$ cat config.mk
export PLATFORM = sky130hd
export DESIGN_NAME = direction_input
export DESIGN_NICKNAME = d
export VERILOG_FILES = /design/src/rtl/game2048_pkg.sv /design/src/rtl/key_debounce.sv /design/src/rtl/direction_input.sv
export SDC_FILE = /design/constraint.sdc
export NUM_CORES = 1
export LEC_CHECK = 0
export ABC_AREA = 1
export ABC_CLOCK_PERIOD_IN_PS = 1690
export CAP_MARGIN = 10
export CORE_ASPECT_RATIO = 0.5
export CORE_UTILIZATION = 35
export CTS_CLUSTER_DIAMETER = 40
export DETAILED_ROUTE_END_ITERATION = 8
export PLACE_DENSITY = 0.49
export SLEW_MARGIN = 20
export SYNTH_ARGS = -nofsm -noshare
export SYNTH_HDL_FRONTEND = slang
export SYNTH_SLANG_ARGS = --single-unit
$ cat constraint.sdc
create_clock -name clock -period 1.69 [get_ports clock]
set_clock_uncertainty 0.15 [all_clocks]
set_input_delay 0.338 -clock clock [delete_from_list [all_inputs] [get_ports clock]]
set_output_delay 0.338 -clock clock [all_outputs]
set_load 0.1 [all_outputs]
$ cat src/rtl/game2048_pkg.sv
`default_nettype none
// ============================================================================
// Module   : game2048_pkg
// Purpose  : Direction encoding shared by direction_input and the move
//            controller, plus a one-hot helper used by press detection.
// Contents : dir_t type, DIR_* one-hot constants, is_one_hot()
// Revision : 1.0 - initial release
// ============================================================================
package game2048_pkg;

    // Bit order matches the key_n bus: [3]=up [2]=down [1]=left [0]=right.
    typedef logic [3:0] dir_t;

    localparam dir_t DIR_UP    = 4'b1000;
    localparam dir_t DIR_DOWN  = 4'b0100;
    localparam dir_t DIR_LEFT  = 4'b0010;
    localparam dir_t DIR_RIGHT = 4'b0001;
    localparam dir_t DIR_NONE  = 4'b0000;

    // True when exactly one bit is set: clearing the lowest set bit must
    // leave nothing behind.
    function automatic logic is_one_hot(input dir_t v);
        return (v != DIR_NONE) && ((v & (v - 4'd1)) == DIR_NONE);
    endfunction

endpackage
`default_nettype wire

$ cat src/rtl/key_debounce.sv
`default_nettype none
// ============================================================================
// Module   : key_debounce
// Purpose  : One push-button conditioner: 2-flop synchroniser on the inverted
//            (active-high) key level, then a persistence counter that only
//            lets a level through after it has held for DEBOUNCE_CYCLES
//            consecutive cycles.
// Ports    : clock  in  1  system clock
//            reset  in  1  synchronous, active-high reset
//            raw_n  in  1  raw button, active low, asynchronous
//            stable out  1  debounced pressed level (active high)
// Revision : 1.0 - initial release
// ============================================================================
module key_debounce #(
    parameter int DEBOUNCE_CYCLES = 250000,
    parameter int CNT_W           = 18
) (
    input  logic clock,
    input  logic reset,
    input  logic raw_n,
    output logic stable
);

    localparam logic [CNT_W-1:0] c_cnt_last = CNT_W'(DEBOUNCE_CYCLES - 1);

    logic             r_s1;
    logic             r_s2;
    logic             r_stable;
    logic [CNT_W-1:0] r_cnt;

    always_ff @(posedge clock) begin
        if (reset) begin
            r_s1     <= 1'b0;
            r_s2     <= 1'b0;
            r_stable <= 1'b0;
            r_cnt    <= '0;
        end else begin
            r_s1 <= ~raw_n;
            r_s2 <= r_s1;
            // The counter measures how long the synchronised level has
            // disagreed with the accepted level; any agreement restarts it,
            // so short glitches never reach the accepted level.
            if (r_s2 == r_stable) begin
                r_cnt <= '0;
            end else if (r_cnt == c_cnt_last) begin
                r_stable <= r_s2;
                r_cnt    <= '0;
            end else begin
                r_cnt <= r_cnt + CNT_W'(1);
            end
        end
    end

    assign stable = r_stable;

endmodule
`default_nettype wire

$ cat src/rtl/direction_input.sv
`default_nettype none
// ============================================================================
// Module   : direction_input
// Purpose  : Turns four raw active-low buttons into clean one-hot move
//            requests held in a single-entry valid/ready buffer for the move
//            controller.
// Ports    : clock      in   1  system clock, sole clock domain
//            reset      in   1  synchronous, active-high reset
//            key_n      in   4  raw buttons, active low [3]=up [2]=down
//                               [1]=left [0]=right
//            dir_ready  in   1  controller can accept a move this cycle
//            dir_valid  out  1  direction holds an untaken move
//            direction  out  4  one-hot move, 0 whenever dir_valid=0
//            dropped    out  1  pulse: accepted press lost to a full buffer
//            keys_down  out  4  debounced pressed state (active high)
// Revision : 1.0 - initial release
// ============================================================================
module direction_input
    import game2048_pkg::*;
#(
    parameter int DEBOUNCE_CYCLES = 250000,
    parameter int CNT_W           = 18
) (
    input  logic       clock,
    input  logic       reset,
    input  logic [3:0] key_n,
    input  logic       dir_ready,
    output logic       dir_valid,
    output logic [3:0] direction,
    output logic       dropped,
    output logic [3:0] keys_down
);

    dir_t w_stable;
    dir_t r_stable_d;
    logic w_press;
    logic w_transfer;

    generate
        for (genvar gi = 0; gi < 4; gi++) begin : g_key
            key_debounce #(
                .DEBOUNCE_CYCLES (DEBOUNCE_CYCLES),
                .CNT_W           (CNT_W)
            ) u_key_debounce (
                .clock  (clock),
                .reset  (reset),
                .raw_n  (key_n[gi]),
                .stable (w_stable[gi])
            );
        end
    endgenerate

    // A press only counts when the previous cycle had every key released and
    // exactly one key is now down. This rejects chords, presses made while
    // another key is held, releases, and auto-repeat on a held key.
    assign w_press    = (r_stable_d == DIR_NONE) && is_one_hot(w_stable);
    assign w_transfer = dir_valid && dir_ready;

    always_ff @(posedge clock) begin
        if (reset) begin
            r_stable_d <= DIR_NONE;
            dir_valid  <= 1'b0;
            direction  <= DIR_NONE;
            dropped    <= 1'b0;
        end else begin
            r_stable_d <= w_stable;

            // A load is allowed on the same edge the old move is taken, so
            // the buffer can hand over and refill without a bubble.
            if (w_press && (!dir_valid || w_transfer)) begin
                dir_valid <= 1'b1;
                direction <= w_stable;
            end else if (w_transfer) begin
                dir_valid <= 1'b0;
                direction <= DIR_NONE;
            end

            dropped <= w_press && dir_valid && !dir_ready;
        end
    end

    assign keys_down = w_stable;

endmodule
`default_nettype wire
; ---- Yosys cells after proc, flatten, opt, wreduce, memory -nomap -nowiden
; Index checks and enable logic that the tools add are counted.
; Widths: inputs -> output; s select.
[word_totals]
ff_bits = 94
in_bits = 7
[classes]
add_sub_neg = 5
eq_ne = 8
n_mux = 4
bitwise_logic = 9
reduce_logical = 21
[op_table]
columns = operator, n
row1 = $add 18x1->18 const B, 4
row2 = $eq 18x18->1 const B, 4
row3 = $reduce_or 3->1, 4
row4 = $logic_not 4->1, 2
row5 = $mux 4, 2
row6 = $not 1->1, 8
row7 = $reduce_and 2->1, 4
row8 = $logic_and 1x1->1, 6
row9 = $and 4x4->4, 1
row10 = $eq 1x1->1, 4
row11 = $reduce_bool 4->1, 1
row12 = $sub 4x1->4 const B, 1
row13 = $logic_not 1->1, 2
row14 = $mux 1, 2
row15 = $reduce_bool 2->1, 1
row16 = $logic_or 1x1->1, 1

; ---- Logic depth before layout (Yosys ltp)
[logic_depth]
word_depth = 7
ltp_mapped = 9
depth_no_buf = 9

; ---- By module
; From an unflattened synthesis, not the netlist that was laid out.
[unflattened]
cells_unflattened = 658
area_unflattened_um2 = 4625.7
[modules_own_cells]
columns = module, instances, cells_per_inst, area_per_inst_um2
row1 = key_debounce, 4, 149, 1047.3
row2 = direction_input, 1, 62, 436.7

; ---- Least setup slack after synthesis
; Ideal clock, no wire load.
[synth_timing]
path_type = register to register
from = register dir_valid
to = register direction[3]
setup_ps = 115
t_arrival_ps = 1518
required_time_ps = 1425
setup_slack_ps = -94
path_stages_with_launch = 8
n_path_buf = 0
synth_period_minus_slack_ps = 1784
cell_sequence = dfxtp_1 > inv_1 > nor2_1 > inv_1 > nand3_1 > inv_1 > nand2_1 > nand2_1
[synth_between]
elab_chain_len = 4
[synth_lines]
columns = element, line
row1 = from (decl), direction_input.sv:28  ; output logic dir_valid,
row2 = from (signal assigned), direction_input.sv:62  ; dir_valid <= 1'b0;
row3 = from (signal assigned), direction_input.sv:71  ; dir_valid <= 1'b1;
row4 = from (signal assigned), direction_input.sv:74  ; dir_valid <= 1'b0;
row5 = $logic_not 1->1 or $logic_and 1x1->1 (tied branches), "direction_input.sv:70, direction_input.sv:57"
row6 = $logic_or 1x1->1, direction_input.sv:70  ; if (w_press && (!dir_valid || w_transfer)) begin
row7 = $logic_and 1x1->1, direction_input.sv:70
row8 = $mux 4 or $reduce_bool 2->1 (tied branches), --
row9 = to (signal assigned), direction_input.sv:72  ; direction <= w_stable;
row10 = to (decl), direction_input.sv:29  ; output logic [3:0] direction,
; Several ways; a longest one is shown, not always the timed one.
; A chain may end at the register's enable or synchronous reset.

; ---- Worst setup path in the final report
[layout_timing]
from = register g_key[2].u_key_debounce.r_cnt[1]
to = register g_key[2].u_key_debounce.r_cnt[7]
[layout_between]
elab_chain_len = 2
[layout_lines]
columns = element, line
row1 = from (decl), key_debounce.sv:29  ; logic [CNT_W-1:0] r_cnt;
row2 = from (signal assigned), key_debounce.sv:49  ; r_cnt <= r_cnt + CNT_W'(1);
row3 = "parallel branches: the longest is 2 deep, another holds $add 18x1->18", --
; Several ways; the timed one is not identified.

==> metrics <==
power after layout=4370 uW; arrival time at the worst endpoint=1.68 ns; most common cell after layout, fill and taps aside=nand2_1; clock slew at reported path FFs=0.07 ns; I/O Pins=17; Ant. Diodes=0; Clock Path Buffers=2; post-synth top area share=41.4%; vias after detailed routing=3846; Slew Limit Fails=0; setup bufs post-CTS=0; cell taking the most area after synthesis=dfxtp_1; worst-path fanout max=9; hold path start=g_key[2].u_key_debounce.r_s1; post-synthesis mux area share=0%; latest clock arrival within the worst-skew pair=0.34 ns; share of the clock period used by the worst path=94.2%; commonest cells after routing, fill and taps aside=nand2_1 (161), nor2_1 (126), dfxtp_1 (90); HP Class=reg -> reg; Worst Path Required=1.77 ns; Post-Place Cells=837; Detailed Place HPWL=6.79 mm; Crit Path Category=reg -> reg; Synth Area in Simple Gates=36.2%; DR pass1 iterations=4; CTS tree=yes; max_cap viols=0; Routed Antenna Nets=0; status=finished, final reports clean; Worst Setup End Kind=register; Initial Utilization=37.1%; worst path cell trace=ha_1 -> nand2_2 -> nor2_4 -> nand2_2 -> nor2_4 -> nand2_4 -> nand2_4 -> nor2_1; Tmin final=1.59 ns; unrepaired setup endpoints after global routing=yes; final instance area=5390 um^2; XOR/XNOR share of the synthesized area=4.24%; Slowest-stage cell, CP=dfxtp_1; Filler Cell Count=1264; first-pass GRT wire length=16.1 mm; Rel. slew slack=72.6%; Placed Area=5010 um^2; DR iter-0 viols=167; Core ar.=12200 um^2; initial antenna violation count=0; site row count=28; Post-Syn Area=4540 um^2; leakage=0.00177 uW; Residual DRC=0; Final nets=695; CP peak stage delay=0.35 ns; number of global-route vias before repair=3515; type of origin of the critical path=register; Distinct cells, synth=25; syn nets=667; sum of buffers and inverters on the critical path=0; largest net degree at the start of global routing=19; Die Span Y=82.6 um; final setup vio count=0; final hold vios=0; Critical Path Start=g_key[2].u_key_debounce.r_cnt[1]; compound-cell area share of the yosys netlist=8.60%; share of post-route cells with drive strength above 1=13.4%; Die X=163 um; RePlAce Congestion=0.802; final wirelength=9.21 mm; Final TNS setup=0 ns; Synth Area in Adders=1.10%; f_max=0.628 GHz; Root Buffer=clkbuf_16; average vias per placed instance=4.50; Mapped Cells=656; largest family of logic cells by synthesized area=simple AND/OR/NAND/NOR gates; die area=13500 um^2; worst slew pin tran=0.409 ns; Yosys Warn Count=0; CTS H-tree depth=3; Crit path max-delay family=simple AND/OR/NAND/NOR gates; FF-to-FF Start=g_key[2].u_key_debounce.r_cnt[1]; Peak supply drop=0.000422 V; number of CTS-inserted buffers=9; top post-synthesis cells by area=dfxtp_1 (41%), nand2_1 (13%), nor2_1 (11%); power density over the cells=811 nW/um^2; Clock Sink Count=94; gr ovfl total=0; All-Layer GR Usage=15.1%; number of synthesized register bits=94; mean cell area of the mapped netlist=6.92 um^2; sequential fraction of the synthesis area=41.4%; Layout area overhead=18.7%; port bufs=16; Post-Layout Cell Count=854; routed len/inst=10.8 um
[cells in the mapped netlist (all sizes together)]
library cell,count
nand2,174
nor2,148
dfxtp,94
inv,79
a21oi,43
o21ai,26
nand3,24
xor2,22
nand4,11
buf,9
or2,7
nand3b,6
nor3,6
ha,4
o21bai,2
clkbuf,1
[report_power, final]
group / leakage (uW) / internal (uW) / switching (uW) / total, uW
Sequential: 0.000761 / 2230 / 6.63 / 2230
Clock: 0.000146 / 1230 / 838 / 2060
Combinational: 0.000861 / 33.1 / 42.4 / 75.5
Total: 0.00177 / 3490 / 887 / 4370
[cells by family after synthesis]
logic type      count (synthesis)
fa+ha+maj                       4
simple gates                  376
buf+inv                        89
xor+xnor                       22
flops                          94
compound gates                 71
[registers in the layout, summed over array words and instances (netlist names)]
signal and cells:
r_stable_d 4, g_key.u_key_debounce.r_s2 4, g_key.u_key_debounce.stable 4, direction 4, dir_valid 1, dropped 1, g_key.u_key_debounce.r_s1 4, g_key.u_key_debounce.r_cnt 72
[layer usage]
metal,GRT usage (%),share of wire [%],routed length [um]
met1,20.2,55,5070
met5,0,0,0
met3,4.35,2.4,221
met4,3.64,0.87,80
met2,23.8,42,3840
[layout make-up]
type / count / area (um^2) / area share [%]
Multi-Input combinational cell: 474 / 2350 / 43.6
Sequential cell: 94 / 1890 / 35.0
Timing Repair Buffer: 26 / 348 / 6.45
Inverter: 79 / 297 / 5.50
Clock buffer: 13 / 260 / 4.83
Tap cell: 165 / 206 / 3.83
Clock inverter: 3 / 42.5 / 0.789
[repair_timing]
item | CTS | global route
resized for setup | 0 | 17
setup endpoints to repair | 0 | 73
hold buffers | 0 | 0
[per-stage QoR]
stage	util (%)	setup slack, ns	hold WS [ns]
4_1_cts	43.5	0.0494	0.252
6_report	44.1	0.0980	0.256
3_5_place_dp	41.0	-0.155	0.249
3_3_place_gp	41.0	-0.139	0.244
2_1_floorplan	-	0.132	0.238
5_1_grt	44.1	-0.0260	0.279
[worst min-delay path, delay by kind of cell, from the launching register on]
kind          cells  cell delay, ns
buf+inv           1            0.04
flops             1            0.30
simple gates      1            0.03
[path summary, 6_finish.rpt]
| kind | end | slack, ns | depth (start not counted) |
|---|---|---|---|
| setup reg to reg | g_key[2].u_key_debounce.r_cnt[7] | 0.1 | 8 |
| hold / removal | g_key[2].u_key_debounce.r_s2 | 0.26 | 2 |
| hold reg to reg | g_key[2].u_key_debounce.r_s2 | 0.26 | 2 |
| setup / recovery | g_key[2].u_key_debounce.r_cnt[7] | 0.1 | 8 |
Note: power is estimated with default switching activity, not from simulation.
